`config.mk`:
```
export PLATFORM = sky130hd
export DESIGN_NAME = ram_arbiter_flat
export DESIGN_NICKNAME = d
export VERILOG_FILES = /design/src/rtl/ram_arbiter_if.sv /design/src/rtl/ram_arbiter.sv /design/src/flat_wrapper.sv
export SDC_FILE = /design/constraint.sdc
export NUM_CORES = 1
export LEC_CHECK = 0
export BUFFER_PORTS_ARGS = -buffer_cell sky130_fd_sc_hd__buf_2
export CORE_UTILIZATION = 25
export CTS_CLUSTER_DIAMETER = 30
export DETAILED_ROUTE_END_ITERATION = 16
export SYNTH_ARGS = -nofsm -noshare
export SYNTH_HDL_FRONTEND = slang
export SYNTH_SLANG_ARGS = --single-unit
```
`constraint.sdc`:
```
create_clock -name clk -period 1.8 [get_ports clk]
set_input_delay 0.27 -clock clk [delete_from_list [all_inputs] [get_ports clk]]
set_output_delay 0.27 -clock clk [all_outputs]
set_load 0.05 [all_outputs]
```
`src/rtl/ram_arbiter_if.sv`:
```
// Host loader port of the RAM arbiter: ownership request/grant plus a
// valid/ready access stream with read-data return.
interface ram_arbiter_if #(
    parameter int AW = 8,
    parameter int DW = 12
) ();
    logic          host_req;
    logic          host_gnt;
    logic          host_addr_ld;
    logic [AW-1:0] host_addr;
    logic          host_valid;
    logic          host_we;
    logic [DW-1:0] host_wdata;
    logic          host_ready;
    logic [DW-1:0] host_rdata;
    logic          host_rvalid;

    modport master (
        output host_req,
        output host_addr_ld,
        output host_addr,
        output host_valid,
        output host_we,
        output host_wdata,
        input  host_gnt,
        input  host_ready,
        input  host_rdata,
        input  host_rvalid
    );

    modport slave (
        input  host_req,
        input  host_addr_ld,
        input  host_addr,
        input  host_valid,
        input  host_we,
        input  host_wdata,
        output host_gnt,
        output host_ready,
        output host_rdata,
        output host_rvalid
    );
endinterface

```
`src/rtl/ram_arbiter.sv`:
```
// Shares the program/data RAM port between the CPU datapath and the host loader,
// handing over only at instruction boundaries. Option: RAM_ARBITER_WRITE_PROTECT_EN.
module ram_arbiter #(
    parameter int AW         = 8,
    parameter int DW         = 12,
    parameter int PROT_LIMIT = 16
) (
    input  logic          clk,
    input  logic          clr,
    input  logic [AW-1:0] cpu_addr,
    input  logic [DW-1:0] cpu_wdata,
    input  logic          cpu_we,
    input  logic          cpu_ce,
    input  logic          cpu_boundary,
    output logic          cpu_hold,
    ram_arbiter_if.slave  host,
    output logic [AW-1:0] ram_addr,
    output logic [DW-1:0] ram_wdata,
    output logic          ram_we,
    output logic          ram_ce,
    input  logic [DW-1:0] ram_rdata
`ifdef RAM_ARBITER_WRITE_PROTECT_EN
    ,
    output logic          cpu_wp_fault
`endif
);

    typedef enum logic [1:0] {
        ST_CPU     = 2'd0,
        ST_DRAIN   = 2'd1,
        ST_HOST    = 2'd2,
        ST_RELEASE = 2'd3
    } state_t;

    localparam logic [AW:0]   PROT_LIMIT_W = (AW+1)'(PROT_LIMIT);
    localparam logic [AW-1:0] ADDR_ONE     = {{(AW-1){1'b0}}, 1'b1};

    state_t        state_r;
    logic          hold_r;
    logic          gnt_r;
    logic [AW-1:0] ptr_r;
    logic [DW-1:0] rdata_r;
    logic          rvalid_r;

    logic          host_ready_s;
    logic          acc_s;
    logic          acc_wr_s;
    logic          acc_rd_s;
    logic [AW-1:0] eff_addr_s;
    logic          cpu_owns_s;
    logic          prot_hit_s;

`ifdef RAM_ARBITER_WRITE_PROTECT_EN
    logic          fault_r;

    assign cpu_wp_fault = fault_r;
`else
    logic          unused_prot_s;

    assign unused_prot_s = ^PROT_LIMIT_W;
`endif

    assign cpu_hold         = hold_r;
    assign host.host_gnt    = gnt_r;
    assign host.host_ready  = host_ready_s;
    assign host.host_rdata  = rdata_r;
    assign host.host_rvalid = rvalid_r;

    // Host beat acceptance, effective address and CPU write-protect decode
    always_comb begin
        cpu_owns_s   = (state_r == ST_CPU) || (state_r == ST_DRAIN);
        // A dropped request blocks acceptance in the final HOST cycle
        host_ready_s = (state_r == ST_HOST) && host.host_req;
        acc_s        = host_ready_s && host.host_valid;
        acc_wr_s     = acc_s && host.host_we;
        acc_rd_s     = acc_s && !host.host_we;
        if (host.host_addr_ld) begin
            eff_addr_s = host.host_addr;
        end else begin
            eff_addr_s = ptr_r;
        end
`ifdef RAM_ARBITER_WRITE_PROTECT_EN
        prot_hit_s = cpu_owns_s && cpu_we && ({1'b0, cpu_addr} < PROT_LIMIT_W);
`else
        prot_hit_s = 1'b0;
`endif
    end

    // RAM port steering by owner
    always_comb begin
        ram_addr  = ptr_r;
        ram_wdata = {DW{1'b0}};
        ram_we    = 1'b0;
        ram_ce    = 1'b0;
        case (state_r)
            ST_CPU, ST_DRAIN: begin
                ram_addr  = cpu_addr;
                ram_wdata = cpu_wdata;
                ram_we    = cpu_we && !prot_hit_s;
                ram_ce    = cpu_ce;
            end
            ST_HOST: begin
                ram_addr  = eff_addr_s;
                ram_wdata = host.host_wdata;
                ram_we    = acc_wr_s;
                ram_ce    = acc_rd_s;
            end
            ST_RELEASE: begin
                ram_addr  = ptr_r;
                ram_wdata = {DW{1'b0}};
                ram_we    = 1'b0;
                ram_ce    = 1'b0;
            end
            default: begin
                ram_addr  = ptr_r;
                ram_wdata = {DW{1'b0}};
                ram_we    = 1'b0;
                ram_ce    = 1'b0;
            end
        endcase
    end

    // Ownership FSM with registered hold/grant, host pointer and read return
    always_ff @(posedge clk or negedge clr) begin
        if (!clr) begin
            state_r  <= ST_CPU;
            hold_r   <= 1'b0;
            gnt_r    <= 1'b0;
            ptr_r    <= {AW{1'b0}};
            rdata_r  <= {DW{1'b0}};
            rvalid_r <= 1'b0;
`ifdef RAM_ARBITER_WRITE_PROTECT_EN
            fault_r  <= 1'b0;
`endif
        end else begin
            rvalid_r <= acc_rd_s;
            if (acc_rd_s) begin
                rdata_r <= ram_rdata;
            end else begin
                rdata_r <= rdata_r;
            end

            if (acc_s) begin
                ptr_r <= eff_addr_s + ADDR_ONE;
            end else if (host_ready_s && host.host_addr_ld) begin
                ptr_r <= host.host_addr;
            end else begin
                ptr_r <= ptr_r;
            end

`ifdef RAM_ARBITER_WRITE_PROTECT_EN
            fault_r <= fault_r || prot_hit_s;
`endif

            case (state_r)
                ST_CPU: begin
                    hold_r <= 1'b0;
                    gnt_r  <= 1'b0;
                    if (host.host_req) begin
                        state_r <= ST_DRAIN;
                    end else begin
                        state_r <= ST_CPU;
                    end
                end
                ST_DRAIN: begin
                    if (!host.host_req) begin
                        state_r <= ST_CPU;
                    end else if (cpu_boundary) begin
                        state_r <= ST_HOST;
                        hold_r  <= 1'b1;
                        gnt_r   <= 1'b1;
                    end else begin
                        state_r <= ST_DRAIN;
                    end
                end
                ST_HOST: begin
                    if (!host.host_req) begin
                        state_r <= ST_RELEASE;
                        gnt_r   <= 1'b0;
                    end else begin
                        state_r <= ST_HOST;
                    end
                end
                ST_RELEASE: begin
                    state_r <= ST_CPU;
                    hold_r  <= 1'b0;
                    gnt_r   <= 1'b0;
                end
                default: begin
                    state_r <= ST_CPU;
                    hold_r  <= 1'b0;
                    gnt_r   <= 1'b0;
                end
            endcase
        end
    end

endmodule

```
`src/flat_wrapper.sv`:
```
// flat-port wrapper written by rule: the top's interface ports become plain ports
module ram_arbiter_flat 
#(
    parameter int AW         = 8,
    parameter int DW         = 12,
    parameter int PROT_LIMIT = 16
)
  (clk, clr, cpu_addr, cpu_wdata, cpu_we, cpu_ce, cpu_boundary, cpu_hold, ram_addr, ram_wdata, ram_we, ram_ce, ram_rdata, host_host_req, host_host_addr_ld, host_host_addr, host_host_valid, host_host_we, host_host_wdata, host_host_gnt, host_host_ready, host_host_rdata, host_host_rvalid);
  ram_arbiter_if #(.AW(AW), .DW(DW)) host_i ();
  input  logic clk;
  input  logic clr;
  input  logic [AW-1:0] cpu_addr;
  input  logic [DW-1:0] cpu_wdata;
  input  logic cpu_we;
  input  logic cpu_ce;
  input  logic cpu_boundary;
  output logic cpu_hold;
  output logic [AW-1:0] ram_addr;
  output logic [DW-1:0] ram_wdata;
  output logic ram_we;
  output logic ram_ce;
  input  logic [DW-1:0] ram_rdata;
  input wire logic [$bits(host_i.host_req)-1:0] host_host_req;
  input wire logic [$bits(host_i.host_addr_ld)-1:0] host_host_addr_ld;
  input wire logic [$bits(host_i.host_addr)-1:0] host_host_addr;
  input wire logic [$bits(host_i.host_valid)-1:0] host_host_valid;
  input wire logic [$bits(host_i.host_we)-1:0] host_host_we;
  input wire logic [$bits(host_i.host_wdata)-1:0] host_host_wdata;
  output wire logic [$bits(host_i.host_gnt)-1:0] host_host_gnt;
  output wire logic [$bits(host_i.host_ready)-1:0] host_host_ready;
  output wire logic [$bits(host_i.host_rdata)-1:0] host_host_rdata;
  output wire logic [$bits(host_i.host_rvalid)-1:0] host_host_rvalid;
  assign host_i.host_req = host_host_req;
  assign host_i.host_addr_ld = host_host_addr_ld;
  assign host_i.host_addr = host_host_addr;
  assign host_i.host_valid = host_host_valid;
  assign host_i.host_we = host_host_we;
  assign host_i.host_wdata = host_host_wdata;
  assign host_host_gnt = host_i.host_gnt;
  assign host_host_ready = host_i.host_ready;
  assign host_host_rdata = host_i.host_rdata;
  assign host_host_rvalid = host_i.host_rvalid;
  ram_arbiter #(.AW(AW), .DW(DW), .PROT_LIMIT(PROT_LIMIT)) u_core (.clk(clk), .clr(clr), .cpu_addr(cpu_addr), .cpu_wdata(cpu_wdata), .cpu_we(cpu_we), .cpu_ce(cpu_ce), .cpu_boundary(cpu_boundary), .cpu_hold(cpu_hold), .host(host_i), .ram_addr(ram_addr), .ram_wdata(ram_wdata), .ram_we(ram_we), .ram_ce(ram_ce), .ram_rdata(ram_rdata));
endmodule
```
==> impl_results.md <==
- Starting Density: 26.5%
- Worst vdd ir: 0.000350 V
- First-pass GRT wire length: a little over 9000 um
- Avg Inst Size Synth: around 8.8 um2
- Number of flops mapped to enable cells by yosys: 0
- IO Count: 99
- Clock insertion delay at the later pin of the skew report: around 0.27 ns
- Total of hold buffers inserted after clock tree synthesis: 0
- Final Instance Count excl. Fillers: roughly 420
- Async set-reset flop share out of synthesis: 100%
- Seq cells post-synth: 25
- Failing checks: negative hold slack, negative setup slack
- Routed length per instance: between 10 and 15 um
- Hold Violations, Final: 15
- Overall die height: a little under 90 um
- Kind of critical path: register to output pin
- Vias after detailed routing: approximately 2000
- Setup skew after layout: 0.0110 ns
- Post-Syn Instances: between 200 and 250
- Register clock-pin slew on the reported worst setup and hold paths: roughly 0.10 ns
- Total leakage power: ~0.0015 uW
- DRC marker count from the first detailed-route iteration: 88
- Compound-Gate Fraction of Synth Area: 18.9%
- Kind of start point of the critical path: register
- CTS buffer count: 3
- Number of nets with antenna violations after routing: 0
- Fraction of the mapped netlist area in adder cells: between 3 and 4%
- Timing-limited maximum frequency: 499 MHz
- Antenna Diode Count: 0
- Cell Int Power: between 1000 and 1500 uW
- Die Area: slightly below 8000 um2
- Via density: 4.82
- # nets final: slightly below 400
- Post-detailed-routing wire length: about 5900 um
- Fraction of synthesized area in multiplexers: between 10% and 20%
- Number of distinct library cells after synthesis: 50
- Routability cong.: just over 0.8
- Share of total power in the clock network: a little over an eighth
- Area added between synthesis and finish: 66.1%
- Fraction of final layout cells sized beyond drive strength 1: roughly three fifths
- Required time at the endpoint of the critical path: roughly 1.5 ns
- CP max FO: 6
- Max H-tree Level: 1
- Main combinational cell family by area after synthesis: simple AND/OR/NAND/NOR gates
- Fraction of power spent switching nets: about 46%
- Sink Count: 25
- Number of detailed-route iterations in the first pass: 4
- Count of pins over their slew limit: 0
- Maximum number of pins on one net before global-route repair: 26
- Number of instances in the placed design: about 400
- Worst Setup End Kind: output pin
- Combinational group share of total power: 55.7%
- Detailed placement HPWL: between 4000 and 5000 um
- Antenna violations before repair: 0
- Yosys warning count: 0
- Share of synthesized cell area in and, or, nand and nor gates: ~22%
- Min Hold Slack: -0.0141 ns
- Final worst path period share: 111%
- Final critical delay including setup and external delays: 2.00 ns
- Row cnt: 30
- Crit path arrival time: ~1.7 ns
- Min-delay worst type: input port to asynchronous set/reset pin
- Cell area after synthesis: about 1800 um2
- Net switching component of the power: 1180 uW
- Setup violations, final: 30
- Synth Area in XOR/XNOR: under 10%
- Worst rel slew slack: between 60% and 70%
- Flip-flop cell with the highest count after synthesis: sky130_fd_sc_hd__dfrtp_1
- Bufs on Longest Clock Path: 2
- Remaining design rule violation count: 0
- Input/output buffers: between 90 and 100
- Seq/Total Area, Yosys: 34.1%
- Number of nets produced by synthesis: 275
- Relative contribution of sequential cells to total power: between 30 and 40%
- Power Dens Cells: around 840 nW/um2
- Die W: 87.7 um
- Global route total overflow: 0
- Floorplan Core Area: about 7000 um2
- Clk Tree Root Cell: sky130_fd_sc_hd__clkbuf_8
- CTS tree: yes
- Via count of the first global-routing pass: 1943
- Unrepaired setup endpoints after global routing: true
- Max-cap check violation count: 0
- Post-layout worst setup margin: -0.203 ns
- Run status: finished, violations left
- GRT Total Usage: between 10% and 20%
- Tightest Pin Transition: 0.594 ns
==> area by class of cell <==
class / count / area [um2]
Timing Repair Buffer: 128 / 943
Multi-Input combinational cell: 156 / 1260
Sequential cell: 25 / 627
Tap cell: 96 / 120
Inverter: 13 / 56.3
Clock inverter: 1 / 7.51
Clock buffer: 3 / 41.3
Fill cell: 685 / 3890
==> power groups by stage <==
stage / combinational (uW) / clock, uW / sequential [uW]
3_3_place_gp: 1240 / 0 / 795
2_1_floorplan: 606 / 0 / 1050
6_report: 1440 / 354 / 787
4_1_cts: 1390 / 377 / 786
3_5_place_dp: 1260 / 0 / 792
5_1_grt: 1520 / 398 / 806
==> synth_stat cells (3+ instances only) <==
library cell	n	share of area, %
sky130_fd_sc_hd__nand2_1	30	6.1
sky130_fd_sc_hd__dfrtp_1	25	34
sky130_fd_sc_hd__o21ai_0	25	6.8
sky130_fd_sc_hd__nand2b_1	14	4.8
sky130_fd_sc_hd__inv_1	12	2.5
sky130_fd_sc_hd__mux2_4	8	6.5
sky130_fd_sc_hd__nand4_1	8	2.7
sky130_fd_sc_hd__a21oi_1	6	1.6
sky130_fd_sc_hd__a222oi_1	6	3.3
sky130_fd_sc_hd__clkbuf_1	5	1.0
sky130_fd_sc_hd__ha_1	5	3.4
sky130_fd_sc_hd__mux2_2	5	3.1
sky130_fd_sc_hd__nor2_1	4	0.82
sky130_fd_sc_hd__xnor2_1	4	1.9
sky130_fd_sc_hd__buf_2	3	0.82
sky130_fd_sc_hd__nand3_1	3	0.82
sky130_fd_sc_hd__nor4_1	3	1.0
==> worst max-delay path, cell delays in order (launching register included) <==
cell and delay [ns]:
sky130_fd_sc_hd__dfrtp_1 0.42, sky130_fd_sc_hd__buf_6 0.13, sky130_fd_sc_hd__ha_4 0.17, sky130_fd_sc_hd__a21o_4 0.21, sky130_fd_sc_hd__a222oi_1 0.29, sky130_fd_sc_hd__inv_2 0.07, sky130_fd_sc_hd__buf_8 0.15
==> layout by cell type, fill, tap and decap left out, types with 4 or more instances in the layout <==
| master | netlist | routed |
|---|---|---|
| sky130_fd_sc_hd__inv_1 | 12 | 5 |
| sky130_fd_sc_hd__buf_4 | 2 | 18 |
| sky130_fd_sc_hd__a222oi_1 | 6 | 6 |
| sky130_fd_sc_hd__xnor2_1 | 4 | 4 |
| sky130_fd_sc_hd__nand2b_1 | 14 | 7 |
| sky130_fd_sc_hd__dfrtp_1 | 25 | 24 |
| sky130_fd_sc_hd__nand4_1 | 8 | 8 |
| sky130_fd_sc_hd__a21oi_1 | 6 | 5 |
| sky130_fd_sc_hd__o21ai_0 | 25 | 11 |
| sky130_fd_sc_hd__mux2_4 | 8 | 8 |
| sky130_fd_sc_hd__buf_2 | 3 | 75 |
| sky130_fd_sc_hd__buf_8 | 1 | 8 |
| sky130_fd_sc_hd__o21ai_2 | 0 | 13 |
| sky130_fd_sc_hd__nand2_1 | 30 | 23 |
| sky130_fd_sc_hd__nand2b_4 | 0 | 7 |
| sky130_fd_sc_hd__nand2_2 | 1 | 6 |
| sky130_fd_sc_hd__buf_6 | 2 | 26 |
| sky130_fd_sc_hd__mux2_2 | 5 | 5 |
| sky130_fd_sc_hd__inv_2 | 0 | 7 |
==> sequential cells by signal, indices dropped and copies added (netlist names), named ones only <==
register	count
u_core.host.host_rdata	12
u_core.host.host_gnt	1
u_core.state_r	1
u_core.host.host_rvalid	1
u_core.ptr_r	8
u_core.cpu_hold	1
==> stage by stage <==
| stage | setup TNS, ns | total power, uW | area, um2 | utilization (%) | setup slack [ns] |
|---|---|---|---|---|---|
| CTS | -3.10 | 2560 | 2890 | 41.7 | -0.200 |
| floorplan | -2.40 | 1660 | 1890 | - | -0.214 |
| global placement | -0.330 | 2040 | 2570 | 37.0 | -0.0358 |
| finish | -3.55 | 2580 | 3050 | 43.9 | -0.203 |
| detailed placement | -1.66 | 2050 | 2570 | 37.0 | -0.110 |
| global route | -6.03 | 2730 | 3050 | 43.9 | -0.295 |
==> per-layer routing <==
layer	GRT usage (%)	vias up	routed length [um]
met3	2.73	2	322
met4	2.68	0	16
met1	19.7	981	2390
met2	27.2	64	3150
li1	-	989	-
met5	0	-	0
==> final timing paths <==
check	slack (ns)	depth (start not counted)	to	start
setup / recovery	-0.20	6	ram_addr[5]	u_core.state_r[0]
hold / removal	-0.01	1	u_core.host.host_gnt	clr
setup reg to reg	-0.10	8	u_core.ptr_r[6]	u_core.state_r[0]
hold reg to reg	0.50	1	u_core.host.host_rdata[6]	u_core.host.host_rdata[6]
max in group asynchronous	1.39	1	asynchronous set/reset pin	clr
min in group clk	0.22	2	u_core.host.host_rdata[2]	ram_rdata[2]
==> cell families (layout without fill, tap and decap cells) <==
logic type,after synthesis,count (layout)
adder cells (fa/ha/maj),5,5
flip-flops,25,25
multiplexers,15,15
AO/OA/AOI/OAI,54,54
buffers and inverters,28,145
AND/OR/NAND/NOR,76,76
XOR/XNOR,6,6
==> repair_timing <==
item                                    in CTS  in global routing
endpoints found under the setup margin      36                 35
pin swaps                                   12                 11
buffers inserted                             4                  8
resized for setup                           73                 31
Power figures use the tool's default switching activity.
